===== config.mk =====
export PLATFORM = sky130hd
export DESIGN_NAME = phys_reg_free_list
export DESIGN_NICKNAME = d
export VERILOG_FILES = /design/src/rtl/phys_reg_free_list_pkg.sv /design/src/rtl/phys_reg_free_list_retire_map_table.sv /design/src/rtl/phys_reg_free_list.sv
export SDC_FILE = /design/constraint.sdc
export NUM_CORES = 1
export LEC_CHECK = 0
export BUFFER_PORTS_ARGS = -buffer_cell sky130_fd_sc_hd__buf_4
export CAP_MARGIN = 20
export CORE_MARGIN = 10
export CORE_UTILIZATION = 51
export DETAILED_ROUTE_END_ITERATION = 8
export PLACE_DENSITY = 0.77
export SYNTH_ARGS = -nofsm -noshare
export SYNTH_HDL_FRONTEND = slang
export SYNTH_SLANG_ARGS = --single-unit

===== constraint.sdc =====
create_clock -name CLK -period 3.5 [get_ports CLK]
set_clock_uncertainty 0.2 [all_clocks]
set_input_delay 0.175 -clock CLK [delete_from_list [all_inputs] [get_ports CLK]]
set_output_delay 0.175 -clock CLK [all_outputs]
set_load 0.01 [all_outputs]

===== src/rtl/phys_reg_free_list_pkg.sv =====
// Shared free-list constants for the rename, ROB and free-list blocks.
package phys_reg_free_list_pkg;

  localparam int FL_NUM_PHYS_REGS = 64;
  localparam int FL_NUM_ARCH_REGS = 32;
  localparam int PHYS_W           = $clog2(FL_NUM_PHYS_REGS);
  localparam int ARCH_W           = $clog2(FL_NUM_ARCH_REGS);
  localparam int PTR_W            = PHYS_W + 1;
  localparam int RESET_FREE       = FL_NUM_PHYS_REGS - FL_NUM_ARCH_REGS;

endpackage


===== src/rtl/phys_reg_free_list_retire_map_table.sv =====
// Retirement map: arch -> committed phys register, one write port and two
// combinational read ports (commit lookup and recovery read).
module phys_reg_free_list_retire_map_table
  import phys_reg_free_list_pkg::*;
#(
  parameter int NUM_ARCH_REGS = FL_NUM_ARCH_REGS,
  parameter int PW            = PHYS_W,
  parameter int AW            = ARCH_W
) (
  input  logic          CLK,
  input  logic          RESET,
  input  logic          wr_en,
  input  logic [AW-1:0] wr_addr,
  input  logic [PW-1:0] wr_data,
  input  logic [AW-1:0] lk_addr,
  output logic [PW-1:0] lk_data,
  input  logic [AW-1:0] rd_addr,
  output logic [PW-1:0] rd_data
);

  logic [PW-1:0] rmap_r [NUM_ARCH_REGS];

  // Map storage: identity mapping out of reset, one commit write per cycle.
  always_ff @(posedge CLK or negedge RESET) begin
    if (!RESET) begin
      for (int i = 0; i < NUM_ARCH_REGS; i++) begin
        rmap_r[i] <= PW'(i);
      end
    end else if (wr_en) begin
      rmap_r[wr_addr] <= wr_data;
    end
  end

  assign lk_data = rmap_r[lk_addr];
  assign rd_data = rmap_r[rd_addr];

endmodule


===== src/rtl/phys_reg_free_list.sv =====
// Physical register free list with retirement map and one-cycle flush rollback.
// Optional FREELIST_ASSERT_EN builds the sticky commit-protocol checker.
module phys_reg_free_list
  import phys_reg_free_list_pkg::*;
#(
  parameter int NUM_PHYS_REGS = FL_NUM_PHYS_REGS,
  parameter int NUM_ARCH_REGS = FL_NUM_ARCH_REGS
) (
  input  logic                               CLK,
  input  logic                               RESET,
  input  logic                               alloc_req,
  output logic                               alloc_valid,
  output logic [$clog2(NUM_PHYS_REGS)-1:0]   alloc_reg,
  input  logic                               commit_valid,
  input  logic [$clog2(NUM_ARCH_REGS)-1:0]   commit_arch_reg,
  input  logic [$clog2(NUM_PHYS_REGS)-1:0]   commit_phys_reg,
  input  logic                               FLUSH_IN,
  input  logic [$clog2(NUM_ARCH_REGS)-1:0]   map_arch_rd,
  output logic [$clog2(NUM_PHYS_REGS)-1:0]   map_phys_rd,
  output logic [$clog2(NUM_PHYS_REGS):0]     free_count,
  output logic                               protocol_error
);

  localparam int PW    = $clog2(NUM_PHYS_REGS);
  localparam int AW    = $clog2(NUM_ARCH_REGS);
  localparam int TW    = PW + 1;
  localparam int NFREE = NUM_PHYS_REGS - NUM_ARCH_REGS;
  localparam logic [TW-1:0] PTR_ONE = TW'(1);

  logic [PW-1:0] fl_r [NUM_PHYS_REGS];
  logic [TW-1:0] spec_head_r, arch_head_r, tail_r;
  logic [TW-1:0] spec_head_nxt_s, arch_head_nxt_s;
  logic          commit_fire_s, alloc_fire_s;
  logic [PW-1:0] rmap_old_s;

  phys_reg_free_list_retire_map_table #(
    .NUM_ARCH_REGS(NUM_ARCH_REGS),
    .PW           (PW),
    .AW           (AW)
  ) u_rmap (
    .CLK    (CLK),
    .RESET  (RESET),
    .wr_en  (commit_fire_s),
    .wr_addr(commit_arch_reg),
    .wr_data(commit_phys_reg),
    .lk_addr(commit_arch_reg),
    .lk_data(rmap_old_s),
    .rd_addr(map_arch_rd),
    .rd_data(map_phys_rd)
  );

  assign free_count    = tail_r - spec_head_r;
  assign alloc_valid   = (free_count != {TW{1'b0}}) && !FLUSH_IN;
  assign alloc_reg     = fl_r[spec_head_r[PW-1:0]];
  assign commit_fire_s = commit_valid && (commit_arch_reg != {AW{1'b0}});
  assign alloc_fire_s  = alloc_req && alloc_valid;

  // Next head pointers; flush restores the post-commit architectural head.
  always_comb begin
    arch_head_nxt_s = arch_head_r;
    spec_head_nxt_s = spec_head_r;
    if (commit_fire_s) begin
      arch_head_nxt_s = arch_head_r + PTR_ONE;
    end else begin
      arch_head_nxt_s = arch_head_r;
    end
    if (FLUSH_IN) begin
      spec_head_nxt_s = arch_head_nxt_s;
    end else if (alloc_fire_s) begin
      spec_head_nxt_s = spec_head_r + PTR_ONE;
    end else begin
      spec_head_nxt_s = spec_head_r;
    end
  end

  // Pointer registers.
  always_ff @(posedge CLK or negedge RESET) begin
    if (!RESET) begin
      spec_head_r <= {TW{1'b0}};
      arch_head_r <= {TW{1'b0}};
      tail_r      <= TW'(NFREE);
    end else begin
      spec_head_r <= spec_head_nxt_s;
      arch_head_r <= arch_head_nxt_s;
      if (commit_fire_s) begin
        tail_r <= tail_r + PTR_ONE;
      end
    end
  end

  // Free-list storage; a commit appends the register it displaces from the map.
  always_ff @(posedge CLK or negedge RESET) begin
    if (!RESET) begin
      for (int k = 0; k < NUM_PHYS_REGS; k++) begin
        if (k < NFREE) begin
          fl_r[k] <= PW'(NUM_ARCH_REGS + k);
        end else begin
          fl_r[k] <= {PW{1'b0}};
        end
      end
    end else if (commit_fire_s) begin
      fl_r[tail_r[PW-1:0]] <= rmap_old_s;
    end
  end

`ifdef FREELIST_ASSERT_EN
  logic protocol_error_r;
  logic err_set_s;

  // Commit must retire the oldest outstanding allocation.
  always_comb begin
    err_set_s = 1'b0;
    if (commit_fire_s &&
        ((arch_head_r == spec_head_r) ||
         (commit_phys_reg != fl_r[arch_head_r[PW-1:0]]))) begin
      err_set_s = 1'b1;
    end else begin
      err_set_s = 1'b0;
    end
  end

  // Sticky error flag, cleared only by reset.
  always_ff @(posedge CLK or negedge RESET) begin
    if (!RESET) begin
      protocol_error_r <= 1'b0;
    end else if (err_set_s) begin
      protocol_error_r <= 1'b1;
    end
  end

  assign protocol_error = protocol_error_r;
`else
  assign protocol_error = 1'b0;
`endif

endmodule


# ---- Word-level counts from Yosys, hierarchy flattened
# Cells that the tools add are included.
dict set report word_totals {
  elab_cells 140
  out_inout_bits 21
  in_bits 21
  ff_bits 597
}
dict set report classes {
  order_cmp 6
  n_mux 18
  n_bitwise 4
  n_reduce_logical 9
  add_sub_neg 4
}
# operator n
set op_table {}
lappend op_table {{bitwise mux 384 bit} 1}
lappend op_table {{bitwise mux 192 bit} 1}
lappend op_table {{binary-select mux 6 bit (select 5 bit)} 2}
lappend op_table {{two-way mux 6 bit} 8}
lappend op_table {{binary-select mux 6 bit (select 6 bit)} 1}
lappend op_table {{demux 6 bit (select 6 bit)} 1}
lappend op_table {{demux 6 bit (select 5 bit)} 1}
lappend op_table {{adder 7 x 1 -> 7 bit (second input constant)} 3}
lappend op_table {{two-way mux 7 bit} 3}
lappend op_table {{>= comparator 7 bit (second input constant)} 2}
lappend op_table {{NOT 6 -> 7 bit} 2}
lappend op_table {{>= comparator 6 bit (second input constant)} 2}
lappend op_table {{NOT 5 -> 6 bit} 2}
lappend op_table {{less-than comparator 7 x 1 -> 1 bit (second input constant)} 1}
lappend op_table {{nonzero test 7 bit} 1}
lappend op_table {{subtractor 7 bit} 1}
lappend op_table {{less-than comparator 6 x 1 -> 1 bit (second input constant)} 1}
lappend op_table {{logical AND 1 bit} 5}
lappend op_table {{nonzero test 5 bit} 1}
lappend op_table {{nonzero test 2 bit} 1}
lappend op_table {{zero test 1 bit} 1}

# ---- Depth between registers and ports, before layout
dict set report depth {
  depth_word 6
  mapped_depth 11
  ltp_nobuf 10
}

# ---- By module
# Synthesis repeated with hierarchy kept, for this count alone.
dict set report hier_totals {
  hier_cells 1816
  hier_area_um2 29437.0
}
# module area_per_inst_um2 seq_area_each_um2 cells_per_inst instances
set modules_own_cells {}
lappend modules_own_cells {phys_reg_free_list 18977.0 10276.1 1208 1}
lappend modules_own_cells {phys_reg_free_list_retire_map_table 10460.0 4904.7 608 1}

# ---- Least setup slack after synthesis
# Ideal clock, no wire load.
dict set report synth_timing {
  kind {register -> register}
  from {register spec_head_r[1]}
  to {register spec_head_r[3]}
  stages_incl_launch_ff 11
  n_path_buf 2
  period_less_slack_ps 3314
  arrival_ps 2998
  setup_slack_ps 186
  setup_ps 116
  t_required_ps 3184
  cell_sequence {dfrtp_1 clkbuf_1 clkbuf_1 inv_1 fa_1 a211oi_1 o21bai_1 a2111oi_0 and4_1 nand2_1 o311ai_0}
}
dict set report synth_via {
  elab_chain_len 5
  word_cells_on_any_way 8
  cone_classes {add/sub (2); mux (2); reduce/logical (4)}
}
# element line
set synth_lines {}
lappend synth_lines {{start, declared} phys_reg_free_list.sv:31} ;# logic [TW-1:0] spec_head_r, arch_head_r, tail_r;
lappend synth_lines {{start signal, assigned} phys_reg_free_list.sv:79} ;# spec_head_r <= {TW{1'b0}};
lappend synth_lines {{start signal, assigned} phys_reg_free_list.sv:83} ;# spec_head_r <= spec_head_nxt_s;
lappend synth_lines {{subtractor 7 bit} phys_reg_free_list.sv:52} ;# assign free_count = tail_r - spec_head_r;
lappend synth_lines {{nonzero test 7 bit} phys_reg_free_list.sv:53} ;# assign alloc_valid = (free_count != {TW{1'b0}}) && !FLUSH_IN;
lappend synth_lines {{logical AND 1 bit} phys_reg_free_list.sv:53}
lappend synth_lines {{logical AND 1 bit} phys_reg_free_list.sv:56} ;# assign alloc_fire_s = alloc_req && alloc_valid;
lappend synth_lines {{nonzero test 2 bit (no source line)} --}
# Several ways; a longest one is shown, not always the timed one. The select of a mux whose other input is x is not followed.
# A chain may end at the register's enable or synchronous reset.

# ---- Worst setup path after layout
dict set report layout_timing {
  from {register tail_r[0]}
  to {output port alloc_valid}
}
dict set report layout_via {
  elab_chain_len 3
}
# element line
set layout_lines {}
lappend layout_lines {{start, declared} phys_reg_free_list.sv:31}
lappend layout_lines {{start signal, assigned} phys_reg_free_list.sv:81} ;# tail_r <= TW'(NFREE);
lappend layout_lines {{start signal, assigned} phys_reg_free_list.sv:86} ;# tail_r <= tail_r + PTR_ONE;
lappend layout_lines {{subtractor 7 bit} phys_reg_free_list.sv:52}
lappend layout_lines {{nonzero test 7 bit} phys_reg_free_list.sv:53}
lappend layout_lines {{logical AND 1 bit} phys_reg_free_list.sv:53}
lappend layout_lines {{end, declared} phys_reg_free_list.sv:12} ;# output logic alloc_valid,
# No other way between the ends.

==> metrics.md <==
| Metric | Value |
|---|---|
| Status | finished with violations |
| Violated checks | setup timing |
| WL/cell | 23.43 um |
| Synth Register Bits | 597 |
| Total track usage | between 20% and 30% |
| Routability cong. | 0.8860 |
| Worst path max stage delay | slightly below 0.5 ns |
| RSZ-0062 raised after global routing | true |
| Worst slew pin tran | around 1.0 ns |
| Critical Path, Cell by Cell | inv_4, ha_4, inv_2, fa_2, a211oi_2, o21bai_1, a2111oi_2, and4_4, a21oi_2, buf_4 |
| GRT overflow | 0 |
| # rows | 86 |
| Synth top area share | a little over a third |
| Largest net degree at the start of global routing | 107 |
| Part of the cycle the worst path needs | 102.2% |
| I/O Pins | 42 |
| Netlist Area Pre-Place | around 29000 um2 |
| Worst Setup Path Type | reg -> out |
| Critical Path AT | 3.20 ns |
| Routed vias/inst | roughly 6.2 |
| Post-Route WL | 73540 um |
| Power per cell area | 907.2 nW/um2 |
| R2r setup slk | -0.01 ns |
| Post-synth top cells | 476 x nor2_1, 404 x dfrtp_1, 393 x a21oi_1 |
| Cts bufs inserted | 61 |
| Crit Path Max Fanout | 3 |
| Leakage dissipation | ~14 nW |
| FFs w/ async S/R, synth | 100.0% |
| Worst setup EP type | output port |
| Hold slack final | about 0.009 ns |
| Nets | 2369 |
| Max Slew Vio Count | 0 |
| Clock Path Buffers | 3 |
| Antenna cell count | 0 |
| Core Area | 55420 um2 |
| Post-synthesis sequential area ratio | 52.83% |
| Highest routed layer | met4 |
| First DRT Iteration DRCs | approximately 1900 |
| Required @ worst endpoint | 3.12 ns |
| Clock slew at reported path FFs | 0.06 ns |
| Vias in the first global route | 20140 |
| Top delay family on crit path | compound AO/OA/AOI/OAI gates |
| Total of max-cap violations | 0 |
| Post-route ant nets | 0 |
| Cell taking the most area after synthesis | dfrtp_1 |
| CTS Sinks | roughly 600 |
| Global-route wire length before repair | roughly 110000 um |
| Yosys synthesis warning count | 0 |
| Area grow syn2layout | 14.41% |
| Synth area leaders | dfrtp_1 35%, mux4_2 19%, dfstp_2 18% |
| Peak Freq | 0.2797 GHz |
| Count leader, synth | nor2_1 |
| Clk_lat worst skew | 0.64 ns |
| Wl on met1 | 28230 um |
| Post-Syn Instances | 2296 |
| Final Hold Fails | 0 |
| Final core occ | 59.33% |
| DPL Wire Length | 45750 um |
| Layout cells sized above 1 | about two fifths |
| CP bufs+invs | 3 |
| H-tree lvl count | 2 |
| Vias | 19540 |
| Pre-antenna DRT Iters | 5 |
| Net count after synthesis | between 2000 and 2500 |
| Residual DRC | 0 |
| Port buffer count | 40 |
| Peak VDD IR | roughly 1200 uV |
| CP max stage cell | a2111oi_2 |
| Synth Flop Type | dfrtp_1 |
| Distinct cells, synth | 51 |
| Critical path launch point type | flip-flop |
| DR WL met3 | 6052 um |
| CTS tree | yes |
| Synthesized area per cell | 12.52 um2 |
| Die area | 66240 um2 |
| Max-Slew Margin vs Limit | 31.75% |
| Width of the die | 257.4 um |
| Root Driver | clkbuf_16 |
| Met2 WL | 36240 um |
| Hold crit path type | in -> async |
| Die Height | 257.4 um |
| Initial antenna violation count | 0 |
| Number of synthesized flops with an enable pin | 0 |
| Initial core utilization | 51.86% |
| Final setup vio count | 5 |
| Worst setup margin | -0.07586 ns |
| Final min period | about 3.6 ns |
-- state kept, by name (all words and copies together), names as in the netlist --
register and flops:
u_rmap.rmap_r 192, arch_head_r 7, spec_head_r 7, fl_r 384, tail_r 7
-- kinds of logic (layout without fill, tap and decap cells) --
logic type | count (synthesis) | after routing | share of synthesized area (%)
AOI/OAI and AO/OA | 434 | 434 | 7.868
xor gates and xnor gates | 14 | 14 | 0.4267
adders and majority gates | 10 | 10 | 0.4615
buffers and inverters | 213 | 308 | 3.300
DFF | 597 | 597 | 52.83
muxes | 438 | 438 | 26.80
other | 1 | 1 | 0.01305
and+or+nand+nor | 589 | 589 | 8.299
-- worst register-to-register path, cell delays in order, from the launching register on --
cell and delay [ns]:
dfrtp_2 0.43, inv_4 0.08, ha_4 0.13, inv_2 0.05, fa_2 0.44, a211oi_2 0.28
o21bai_1 0.13, a2111oi_2 0.49, nand4_1 0.25, o211ai_1 0.26, dlygate4sd3_1 0.58, nand3_1 0.08
-- layout make-up --
cell class | count | area (um2)
Fill cell | 4079 | 22540
Sequential cell | 597 | 15190
Multi-Input combinational cell | 1486 | 12710
Timing Repair Buffer | 177 | 1775
Clock buffer | 87 | 1764
Tap cell | 748 | 935.9
Clock inverter | 29 | 440.4
Inverter | 15 | 58.81
-- repair_timing --
action / CTS / global route
setup endpoints to repair: 8 / 8
hold buffers: 10 / 0
buffers inserted: 3 / 11
resized for setup: 20 / 20
pin swaps: 1 / 16
gates cloned: 4 / 3
hold endpoints to repair: 309 / 0
-- cells in the final DEF (no fill, tap or decap), types with 4 or more instances in the layout --
cell type / synthesis / layout
nor3_1: 13 / 13
nand3_1: 9 / 9
nor2b_1: 7 / 7
buf_16: 0 / 4
nand4_1: 11 / 11
o211ai_1: 4 / 4
clkinv_2: 0 / 12
mux2_2: 192 / 192
clkbuf_16: 0 / 64
o21ai_0: 8 / 8
a21oi_1: 393 / 392
nand2b_1: 6 / 6
inv_1: 13 / 12
nand3b_1: 5 / 5
mux2i_4: 6 / 6
dfstp_2: 193 / 193
ha_1: 9 / 8
clkbuf_8: 0 / 14
mux4_2: 240 / 240
nand2_1: 41 / 39
clkbuf_1: 126 / 12
xnor2_1: 11 / 11
dlygate4sd3_1: 0 / 10
dfrtp_1: 404 / 401
or3_1: 5 / 5
buf_4: 1 / 135
a22oi_2: 0 / 10
bufinv_16: 0 / 9
buf_12: 0 / 19
nor2_1: 476 / 476
-- stage by stage --
stage / setup TNS, ns / instances / area [um2] / power (mW) / setup slack [ns]
3_3_place_gp: 0 / 2995 / 30140 / 21.18 / 0.3089
3_5_place_dp: 0 / 2995 / 30140 / 21.84 / 0.05859
4_1_cts: 0 / 3128 / 32680 / 29.36 / 0.006492
5_1_grt: -0.4431 / 3139 / 32880 / 31.23 / -0.1683
6_report: -0.1714 / 3139 / 32880 / 29.83 / -0.07586
2_1_floorplan: 0 / 2296 / 28740 / 18.40 / 0.1859
-- where the power goes --
part / leakage [nW] / internal, mW / switching (mW)
Combinational: 5.42 / 5.43 / 5.75
Clock: 1.08 / 4.19 / 2.84
Sequential: 7.14 / 10.0 / 1.60
Total: 13.6 / 19.6 / 10.2
-- routing by layer --
| layer | vias up | global-route usage, % |
|---|---|---|
| li1 | 8387 | - |
| met1 | 10050 | 27.75 |
| met2 | 909 | 35.76 |
| met3 | 187 | 4.267 |
| met4 | 0 | 8.871 |
| met5 | - | 0 |
-- worst paths after layout --
| path | from | to | depth (start not counted) |
|---|---|---|---|
| max | tail_r[0]$_DFFE_PN0P_ | alloc_valid | 10 |
| min | RESET | arch_head_r[4]$_DFF_PN0_ | 2 |
| max reg2reg | tail_r[0]$_DFFE_PN0P_ | spec_head_r[0]$_DFFE_PN0P_ | 11 |
| min reg2reg | u_rmap.rmap_r[187]$_DFFE_PN0P_ | u_rmap.rmap_r[187]$_DFFE_PN0P_ | 0 |
| max in group asynchronous | RESET | u_rmap.rmap_r[117]$_DFFE_PN1P_ | 3 |
| min in group CLK | commit_valid | tail_r[1]$_DFFE_PN0P_ | 5 |
No activity file was read; power rests on OpenSTA's default activity.
